[config.mk]
export PLATFORM = sky130hd
export DESIGN_NAME = int_add_issue_queue
export DESIGN_NICKNAME = d
export VERILOG_FILES = /design/src/rtl/int_add_issue_queue.sv
export SDC_FILE = /design/constraint.sdc
export NUM_CORES = 1
export LEC_CHECK = 0
export BUFFER_PORTS_ARGS = -buffer_cell sky130_fd_sc_hd__buf_2
export CAP_MARGIN = 20
export CORE_ASPECT_RATIO = 0.6
export CORE_MARGIN = 2
export CORE_UTILIZATION = 38
export DETAILED_ROUTE_END_ITERATION = 8
export GPL_TIMING_DRIVEN = 0
export HOLD_SLACK_MARGIN = 0.02
export PLACE_DENSITY = 0.57
export RECOVER_POWER = 25
export SYNTH_ARGS = -nofsm -noshare
export SYNTH_HDL_FRONTEND = slang
export SYNTH_SLANG_ARGS = --single-unit
[constraint.sdc]
create_clock -name clk -period 4 [get_ports clk]
set_input_delay 0.6 -clock clk [delete_from_list [all_inputs] [get_ports clk]]
set_output_delay 0.6 -clock clk [all_outputs]
set_load 0.01 [all_outputs]
[src/rtl/int_add_issue_queue.sv]
// int_add_issue_queue: issue stage in front of the integer adder.
// Decodes ADD/SUB/ADDI from decode, buffers decoded ops in a small FIFO,
// presents the head op under valid/ready and tags the adder's registered
// result with its destination register.
// Optional zero-latency bypass of an empty queue: define INT_ISSUE_BYPASS_EN.
module int_add_issue_queue #(
  parameter int DATA_WIDTH = 32,
  parameter int DEPTH      = 4,
  parameter int RD_WIDTH   = 5
) (
  input  logic                  clk,
  input  logic                  reset,
  input  logic                  flush,
  input  logic                  in_valid,
  output logic                  in_ready,
  input  logic [31:0]           in_instr,
  input  logic [DATA_WIDTH-1:0] in_rs1_data,
  input  logic [DATA_WIDTH-1:0] in_rs2_data,
  output logic                  dec_illegal,
  output logic                  out_valid,
  input  logic                  out_ready,
  output logic [1:0]            add_type,
  output logic [DATA_WIDTH-1:0] src1,
  output logic [DATA_WIDTH-1:0] src2,
  output logic [20:0]           immediate,
  output logic [RD_WIDTH-1:0]   out_rd,
  output logic                  wb_valid,
  output logic [RD_WIDTH-1:0]   wb_rd
);

  localparam int PTR_W = $clog2(DEPTH);
  localparam int CNT_W = PTR_W + 1;

  localparam logic [1:0] CTRL_ADD  = 2'b00;
  localparam logic [1:0] CTRL_SUB  = 2'b01;
  localparam logic [1:0] CTRL_ADDI = 2'b10;

  localparam logic [6:0] OP_REG = 7'b0110011;
  localparam logic [6:0] OP_IMM = 7'b0010011;

  // Queue storage and control state.
  logic [1:0]            type_q [DEPTH];
  logic [1:0]            type_d [DEPTH];
  logic [DATA_WIDTH-1:0] src1_q [DEPTH];
  logic [DATA_WIDTH-1:0] src1_d [DEPTH];
  logic [DATA_WIDTH-1:0] src2_q [DEPTH];
  logic [DATA_WIDTH-1:0] src2_d [DEPTH];
  logic [20:0]           imm_q  [DEPTH];
  logic [20:0]           imm_d  [DEPTH];
  logic [RD_WIDTH-1:0]   rd_q   [DEPTH];
  logic [RD_WIDTH-1:0]   rd_d   [DEPTH];

  logic [PTR_W-1:0]    wr_ptr_q, wr_ptr_d;
  logic [PTR_W-1:0]    rd_ptr_q, rd_ptr_d;
  logic [CNT_W-1:0]    count_q, count_d;
  logic                wb_valid_q, wb_valid_d;
  logic [RD_WIDTH-1:0] wb_rd_q, wb_rd_d;
  logic                dec_illegal_q, dec_illegal_d;

  // Decoded view of the instruction currently offered by decode.
  logic                  dec_legal;
  logic [1:0]            dec_type;
  logic [DATA_WIDTH-1:0] dec_src2;
  logic [20:0]           dec_imm;
  logic [RD_WIDTH-1:0]   dec_rd;

  logic empty;
  logic bypass;
  logic accept;
  logic push;
  logic pop;
  logic pop_queue;

  // The rs1 field is not needed here since the operand value arrives separately.
  logic unused_rs1_field;
  assign unused_rs1_field = ^in_instr[19:15];

  // Decode ADD/SUB/ADDI into adder control, second operand and immediate.
  always_comb begin
    dec_legal = 1'b0;
    dec_type  = CTRL_ADD;
    dec_src2  = in_rs2_data;
    dec_imm   = '0;
    dec_rd    = RD_WIDTH'(in_instr[11:7]);
    if (in_instr[6:0] == OP_REG && in_instr[14:12] == 3'b000) begin
      if (in_instr[31:25] == 7'b0000000) begin
        dec_legal = 1'b1;
        dec_type  = CTRL_ADD;
      end else if (in_instr[31:25] == 7'b0100000) begin
        dec_legal = 1'b1;
        dec_type  = CTRL_SUB;
      end
    end else if (in_instr[6:0] == OP_IMM && in_instr[14:12] == 3'b000) begin
      dec_legal = 1'b1;
      dec_type  = CTRL_ADDI;
      dec_src2  = '0;
      dec_imm   = {{9{in_instr[31]}}, in_instr[31:20]};
    end
  end

  // Head-of-queue outputs; zeros when nothing valid so stale entries never leak.
  always_comb begin
    empty     = (count_q == '0);
    out_valid = !empty;
    add_type  = '0;
    src1      = '0;
    src2      = '0;
    immediate = '0;
    out_rd    = '0;
    bypass    = 1'b0;
    if (!empty) begin
      add_type  = type_q[rd_ptr_q];
      src1      = src1_q[rd_ptr_q];
      src2      = src2_q[rd_ptr_q];
      immediate = imm_q[rd_ptr_q];
      out_rd    = rd_q[rd_ptr_q];
    end
`ifdef INT_ISSUE_BYPASS_EN
    bypass = empty && in_valid && dec_legal && out_ready;
    if (bypass) begin
      out_valid = 1'b1;
      add_type  = dec_type;
      src1      = in_rs1_data;
      src2      = dec_src2;
      immediate = dec_imm;
      out_rd    = dec_rd;
    end
`endif
    pop       = out_valid && out_ready;
    pop_queue = pop && !bypass;
  end

  // Next-state: enqueue, dequeue, writeback tag and illegal pulse; flush wins.
  always_comb begin
    in_ready      = (count_q < CNT_W'(DEPTH));
    accept        = in_valid && in_ready;
    push          = accept && dec_legal && !bypass;
    type_d        = type_q;
    src1_d        = src1_q;
    src2_d        = src2_q;
    imm_d         = imm_q;
    rd_d          = rd_q;
    wr_ptr_d      = wr_ptr_q;
    rd_ptr_d      = rd_ptr_q;
    count_d       = count_q;
    wb_valid_d    = 1'b0;
    wb_rd_d       = wb_rd_q;
    dec_illegal_d = 1'b0;
    if (flush) begin
      wr_ptr_d = '0;
      rd_ptr_d = '0;
      count_d  = '0;
    end else begin
      if (push) begin
        type_d[wr_ptr_q] = dec_type;
        src1_d[wr_ptr_q] = in_rs1_data;
        src2_d[wr_ptr_q] = dec_src2;
        imm_d[wr_ptr_q]  = dec_imm;
        rd_d[wr_ptr_q]   = dec_rd;
        wr_ptr_d         = wr_ptr_q + PTR_W'(1);
      end
      if (pop_queue) begin
        rd_ptr_d = rd_ptr_q + PTR_W'(1);
      end
      count_d = count_q + CNT_W'(push) - CNT_W'(pop_queue);
      if (pop) begin
        wb_valid_d = 1'b1;
        wb_rd_d    = out_rd;
      end
      dec_illegal_d = accept && !dec_legal;
    end
  end

  // State registers with synchronous reset that also clears the entries.
  always_ff @(posedge clk) begin
    if (reset) begin
      for (int i = 0; i < DEPTH; i++) begin
        type_q[i] <= '0;
        src1_q[i] <= '0;
        src2_q[i] <= '0;
        imm_q[i]  <= '0;
        rd_q[i]   <= '0;
      end
      wr_ptr_q      <= '0;
      rd_ptr_q      <= '0;
      count_q       <= '0;
      wb_valid_q    <= 1'b0;
      wb_rd_q       <= '0;
      dec_illegal_q <= 1'b0;
    end else begin
      type_q        <= type_d;
      src1_q        <= src1_d;
      src2_q        <= src2_d;
      imm_q         <= imm_d;
      rd_q          <= rd_d;
      wr_ptr_q      <= wr_ptr_d;
      rd_ptr_q      <= rd_ptr_d;
      count_q       <= count_d;
      wb_valid_q    <= wb_valid_d;
      wb_rd_q       <= wb_rd_d;
      dec_illegal_q <= dec_illegal_d;
    end
  end

  assign wb_valid    = wb_valid_q;
  assign wb_rd       = wb_rd_q;
  assign dec_illegal = dec_illegal_q;

endmodule

Word level (Yosys, flattened, before mapping)
Cells that the tools add are included.
{"block": "totals", "n_memories": 0, "wordCells": 101, "inputBits": 101, "latchBits": 0, "romBits": 0, "mem_bits_rw": 0, "ff_bits": 382}
{"block": "classes", "mul": 0, "addsub": 4, "n_reduce_logical": 15, "n_lt_le_gt_ge": 4, "muxes": 46, "n_bitwise": 3, "div": 0, "n_eq_ne": 3, "n_shift": 0}
{"op": "32-bit two-way mux", "n": 9}
{"op": "128-bit bitwise mux", "n": 2}
{"op": "32-bit binary-select mux with 2-bit select", "n": 2}
{"op": "21-bit two-way mux", "n": 6}
{"op": "84-bit bitwise mux", "n": 1}
{"op": "32-bit demux with 2-bit select", "n": 1}
{"op": "21-bit binary-select mux with 2-bit select", "n": 1}
{"op": "21-bit demux with 2-bit select", "n": 1}
{"op": "20-bit bitwise mux", "n": 1}
{"op": "5-bit two-way mux", "n": 4}
{"op": "7-bit by 6-bit equality test with 1-bit output (second input constant)", "n": 2}
{"op": "2-bit two-way mux", "n": 6}
{"op": "5-bit binary-select mux with 2-bit select", "n": 1}
{"op": "5-bit demux with 2-bit select", "n": 1}
{"op": "8-bit bitwise mux", "n": 1}
{"op": "7-bit by 5-bit equality test with 1-bit output (second input constant)", "n": 1}
{"op": "1-bit logical AND", "n": 7}
{"op": "7-bit logical NOT", "n": 1}
{"op": "1-bit two-way mux", "n": 7}
{"op": "3-bit greater-or-equal comparator (second input constant)", "n": 2}
{"op": "3-bit logical NOT", "n": 2}
{"op": "2-bit NOT with 3-bit output", "n": 2}
{"op": "2-bit by 1-bit adder with 2-bit output (second input constant)", "n": 2}
{"op": "2-bit binary-select mux with 2-bit select", "n": 1}
{"op": "other kinds (9)", "n": 11}

Logic depth before layout (Yosys ltp)
{"block": "logic_depth", "ltp_word": 7, "depth_mapped": 12, "mapped_depth_nobuf": 11}

Worst setup path before layout
Ideal clock, no wire load.
{"block": "synth_path", "kind": "input -> register", "start": "in in_instr[25]", "end": "reg count_q[2]", "arrival_time_ns": 2.833, "n_path_buf": 1, "path_stages": 12, "required_time_ns": 3.876, "slack_ns": 1.042, "path_cell_list": "or4_4 -> o31ai_4 -> buf_6 -> nand4_1 -> ha_1 -> inv_1 -> ha_1 -> inv_1 -> fa_1 -> xor2_1 -> xnor2_1 -> nor2_1"}
{"block": "synth_via", "elab_chain_cells": 7}
{"item": "from (decl)", "line": "16", "rtl": "input logic [31:0] in_instr,"}
{"item": "7-bit by 6-bit equality test with 1-bit output", "line": "89", "rtl": "end else if (in_instr[31:25] == 7'b0100000) begin"}
{"item": "1-bit two-way mux", "line": "89"}
{"item": "1-bit two-way mux (*)", "line": "86", "rtl": "if (in_instr[31:25] == 7'b0000000) begin"}
{"item": "1-bit two-way mux (*)", "line": "85", "rtl": "if (in_instr[6:0] == OP_REG && in_instr[14:12] == 3'b000) begin"}
{"item": "1-bit logical AND (*)", "line": "137", "rtl": "push = accept && dec_legal && !bypass;"}
{"item": "3-bit by 1-bit adder with 3-bit output (*)", "line": "165", "rtl": "count_d = count_q + CNT_W'(push) - CNT_W'(pop_queue);"}
{"item": "3-bit by 1-bit subtractor with 3-bit output (*)", "line": "165"}
{"item": "to (signal assigned)", "line": "198", "rtl": "count_q <= count_d;"}
{"item": "to (decl)", "line": "55", "rtl": "logic [CNT_W-1:0] count_q, count_d;"}
Mark *: on every way between the ends. The rest lies on a longest branch, timed or not.
A chain may end at the register's enable or synchronous reset.

Worst setup path after layout
{"block": "layout_path", "start": "reg rd_ptr_q[1]", "end": "out add_type[0]"}
{"block": "layout_via", "elab_chain_cells": 5}
{"item": "from (decl)", "line": "54", "rtl": "logic [PTR_W-1:0] rd_ptr_q, rd_ptr_d;"}
{"item": "from (signal assigned)", "line": "197", "rtl": "rd_ptr_q <= rd_ptr_d;"}
{"item": "2-bit NOT with 3-bit output (implied by the code)", "line": "112", "rtl": "add_type = type_q[rd_ptr_q];"}
{"item": "2-bit binary-select mux with 2-bit select", "line": "112"}
{"item": "2-bit two-way mux (implied by the code) (2 in series)", "line": "112"}
{"item": "2-bit two-way mux", "line": "111", "rtl": "if (!empty) begin"}
{"item": "to (decl)", "line": "22", "rtl": "output logic [1:0] add_type,"}
Every way passes these cells. The select of a mux whose other input is x is not followed.

==> metrics.csv <==
metric,value,unit
sw power,1570,uW
Sw Share,22.6,%
Vias/cell,5.18,
HPWL after detailed placement,33400,um
CP Capture Type,output port,
CTS root buffer,clkbuf_16,
first-pass GRT wire length,71200,um
number of global-route vias before repair,11900,
Mapped Nets,1579,
Max Cap Viol,1,
Setup Viol. Count Final,0,
Port Buffers,195,
Setup Skew,17.0,ps
status,finished with violations,
Power per Cell Area,383,mW/mm^2
worst reg2reg setup slack,820,ps
postcts setup bufs,0,
final non-filler cell total,2262,
area of placed instances,0.0172,mm^2
most used routing layer,met2,
Int Pwr,5400,uW
DRT iter0 DRCs,635,
Crit path depth,5,
Max Root-Sink Buffers,3,
clk_lat worst skew,530,ps
area taken by multi-input logic gates,0.00780,mm^2
Sequential Power Share,49.4,%
Startpoint Class,flop,
async set-reset flop share out of synthesis,0,%
Worst Hold Class,primary input to flop,
crit-path cells,"clkbuf_1, buf_1, mux4_2, and2_1, buf_2",
RSZ-0062 raised after global routing,no,
crit path capture,add_type[0],
met2 GRT Util,33.4,%
max-slew violation count,10,
slowest CP cell,buf_1,
die width,265,um
Synth Area per Inst,10.5,um^2
Post-CTS Resized,0,
Nets,1812,
Num CTS Buffers,36,
"EDFF count, synth",0,
Fill cells,3893,
Clk pwr share,47.0,%
Crit. Startpoint,rd_ptr_q[1]$_SDFFE_PP0P_,
grt total ovfl,0,
Static Leak,0.00880,uW
DR WL/cell,20.6,um
critical path class,flop to output port,
Num Clock Sinks,346,
# placed instances,2197,
Final min period,3720,ps
Comb power frac,3.5,%
Main synth FF type,dfxtp_1,
Worst R2R End,count_q[2]$_SDFF_PP0_,
clock transition at the registers of the reported paths,60,ps
final instance area,0.0182,mm^2
setup_tns,0,ps
GP Congestion,0.823,
layout cells sized above 1,21.1,%
initial antenna violation count,4,
Post-Syn Area,0.0155,mm^2
"Area growth, synth to finish",17.3,%
critical path arrival,3120,ps
cell row count,57,
Synth Register Bits,346,
largest net degree at the start of global routing,14,
Tcrit/Tclk final,93.0,%
routing usage on met3,3.76,%
Worst EP required,3400,ps
failing checks,"max-capacitance violations, max-slew violations",
reg-to-reg startpoint,count_q[1]$_SDFF_PP0_,
# IOs,202,
Sequential Area,0.00693,mm^2
final hold viol count,0,
All-Layer GR Usage,21.9,%
critical path's top delay family,buffers and inverters,
H-Tree Depth,2,
Slew Limit Headroom,-5.33,%
Max Fanout on Critical Path,10,
R2R depth,10,
total core area,0.0404,mm^2
hold buffer count at CTS,0,
Bufs and invs on worst path,3,
register area share after synthesis,44.7,%
Vias,11700,
Peak VDD IR,268,uV
Starting Density,38.4,%
met1 Usage GRT,32.1,%
die height,160,um
fin util,45.1,%
final WL,46700,um
Post-DRT Antenna Nets,0,
Syn Inst Count,1471,
CTS tree,built,
Yosys warning total,0,
Unique masters post-synth,37,
"slowest stage delay, CP",850,ps
Initial DRT Pass Iterations,5,
die footprint,0.0425,mm^2
Residual DRC,0,
fmax,269,MHz
worst slew pin tran,1570,ps
worst hold start,in_rs1_data[7],
## power groups by stage
stage          clock network, uW  logic (uW)  registers [uW]
6_report                    3280         245            3450
5_1_grt                     3500         265            3440
4_1_cts                     3340         245            3440
3_5_place_dp                   0         244            3520
3_3_place_gp                   0         240            3520
2_1_floorplan                  0         109            3520
## flip-flops by register name, summed over array words and instances (netlist names)
| register | count |
|---|---|
| wr_ptr_q | 2 |
| imm_q | 48 |
| wb_valid | 1 |
| rd_q | 20 |
| rd_ptr_q | 2 |
| src2_q | 128 |
| dec_illegal | 1 |
| wb_rd | 5 |
| type_q | 8 |
| count_q | 3 |
| src1_q | 128 |
## cells in the mapped netlist (6+ instances only)
cell | instances | area share, %
nand2_1 | 418 | 10
dfxtp_1 | 346 | 45
mux2i_1 | 332 | 21
and2_1 | 83 | 3.3
mux4_2 | 83 | 12
clkbuf_1 | 69 | 1.7
buf_6 | 25 | 1.8
buf_4 | 15 | 0.73
buf_2 | 14 | 0.45
nand4_1 | 12 | 0.48
inv_1 | 9 | 0.22
nor2_1 | 9 | 0.22
a21oi_1 | 7 | 0.23
ha_1 | 6 | 0.48
## kinds of logic after synthesis
| kind of cell | count (synthesis) | synth area share, % |
|---|---|---|
| simple gates | 544 | 15.2 |
| mux | 415 | 33.5 |
| flops | 346 | 44.7 |
| buf+inv | 136 | 4.98 |
| compound gates | 19 | 0.831 |
| fa+ha+maj | 7 | 0.613 |
| xor+xnor | 4 | 0.226 |
## through the flow
step / hold WS, ps / setup slack (ps) / power [uW]
2_1_floorplan: 432 / 1040 / 3630
3_5_place_dp: 447 / 669 / 3770
3_3_place_gp: 440 / 692 / 3760
5_1_grt: 404 / 220 / 7200
6_report: 405 / 282 / 6970
4_1_cts: 392 / 309 / 7030
## how the worst min path moves through the flow
stage	to	slack, ps	cells past startpoint
global placement	src1_q[6]$_SDFFE_PP0P_	440	2
CTS	src2_q[71]$_SDFFE_PP0P_	390	3
global route	src2_q[26]$_SDFFE_PP0P_	400	3
finish	src1_q[39]$_SDFFE_PP0P_	400	3
detailed placement	rd_q[18]$_SDFFE_PP0P_	450	2
floorplan	src1_q[0]$_SDFFE_PP0P_	430	2
## cells in the final DEF (no fill, tap or decap), types with 3 or more instances in the layout
cell type	instances
buf_2	196
xor2_1	3
nor2_1	9
and4_1	3
inv_1	9
clkbuf_8	10
buf_6	17
clkbuf_1	102
mux2i_1	332
clkbuf_16	37
nand4_1	12
mux4_2	83
dfxtp_1	346
a21oi_1	7
ha_1	6
buf_1	4
nand3_1	3
clkinv_2	6
o31ai_1	3
o21ai_0	5
nand2_1	418
nor3b_1	4
buf_4	12
and2_1	83
## worst reg2reg max path, delay by kind of cell (launching register included)
family	cells	cell delay, ps
compound gates	1	1260
xor+xnor	2	310
fa+ha+maj	3	870
buf+inv	3	220
flops	1	360
simple gates	1	50
## layout make-up
cell class,instances,share of cell area (%)
multi-input cells,989,42.9
flip-flops and latches,346,38.1
clock buffers,56,6.03
repair buffers,195,5.31
well taps,531,3.65
plain buffers,127,3.63
clock inverters,7,0.227
inverters,9,0.186
diodes,2,0.0275
## per-layer routing
metal	part of all wire, %	up-vias	routed length, um
li1	-	5498	-
met1	49	5863	22700
met2	44	286	20600
met3	5.3	66	2470
met4	1.9	0	888
met5	0	-	0
Note: power is estimated with default switching activity, not from simulation.
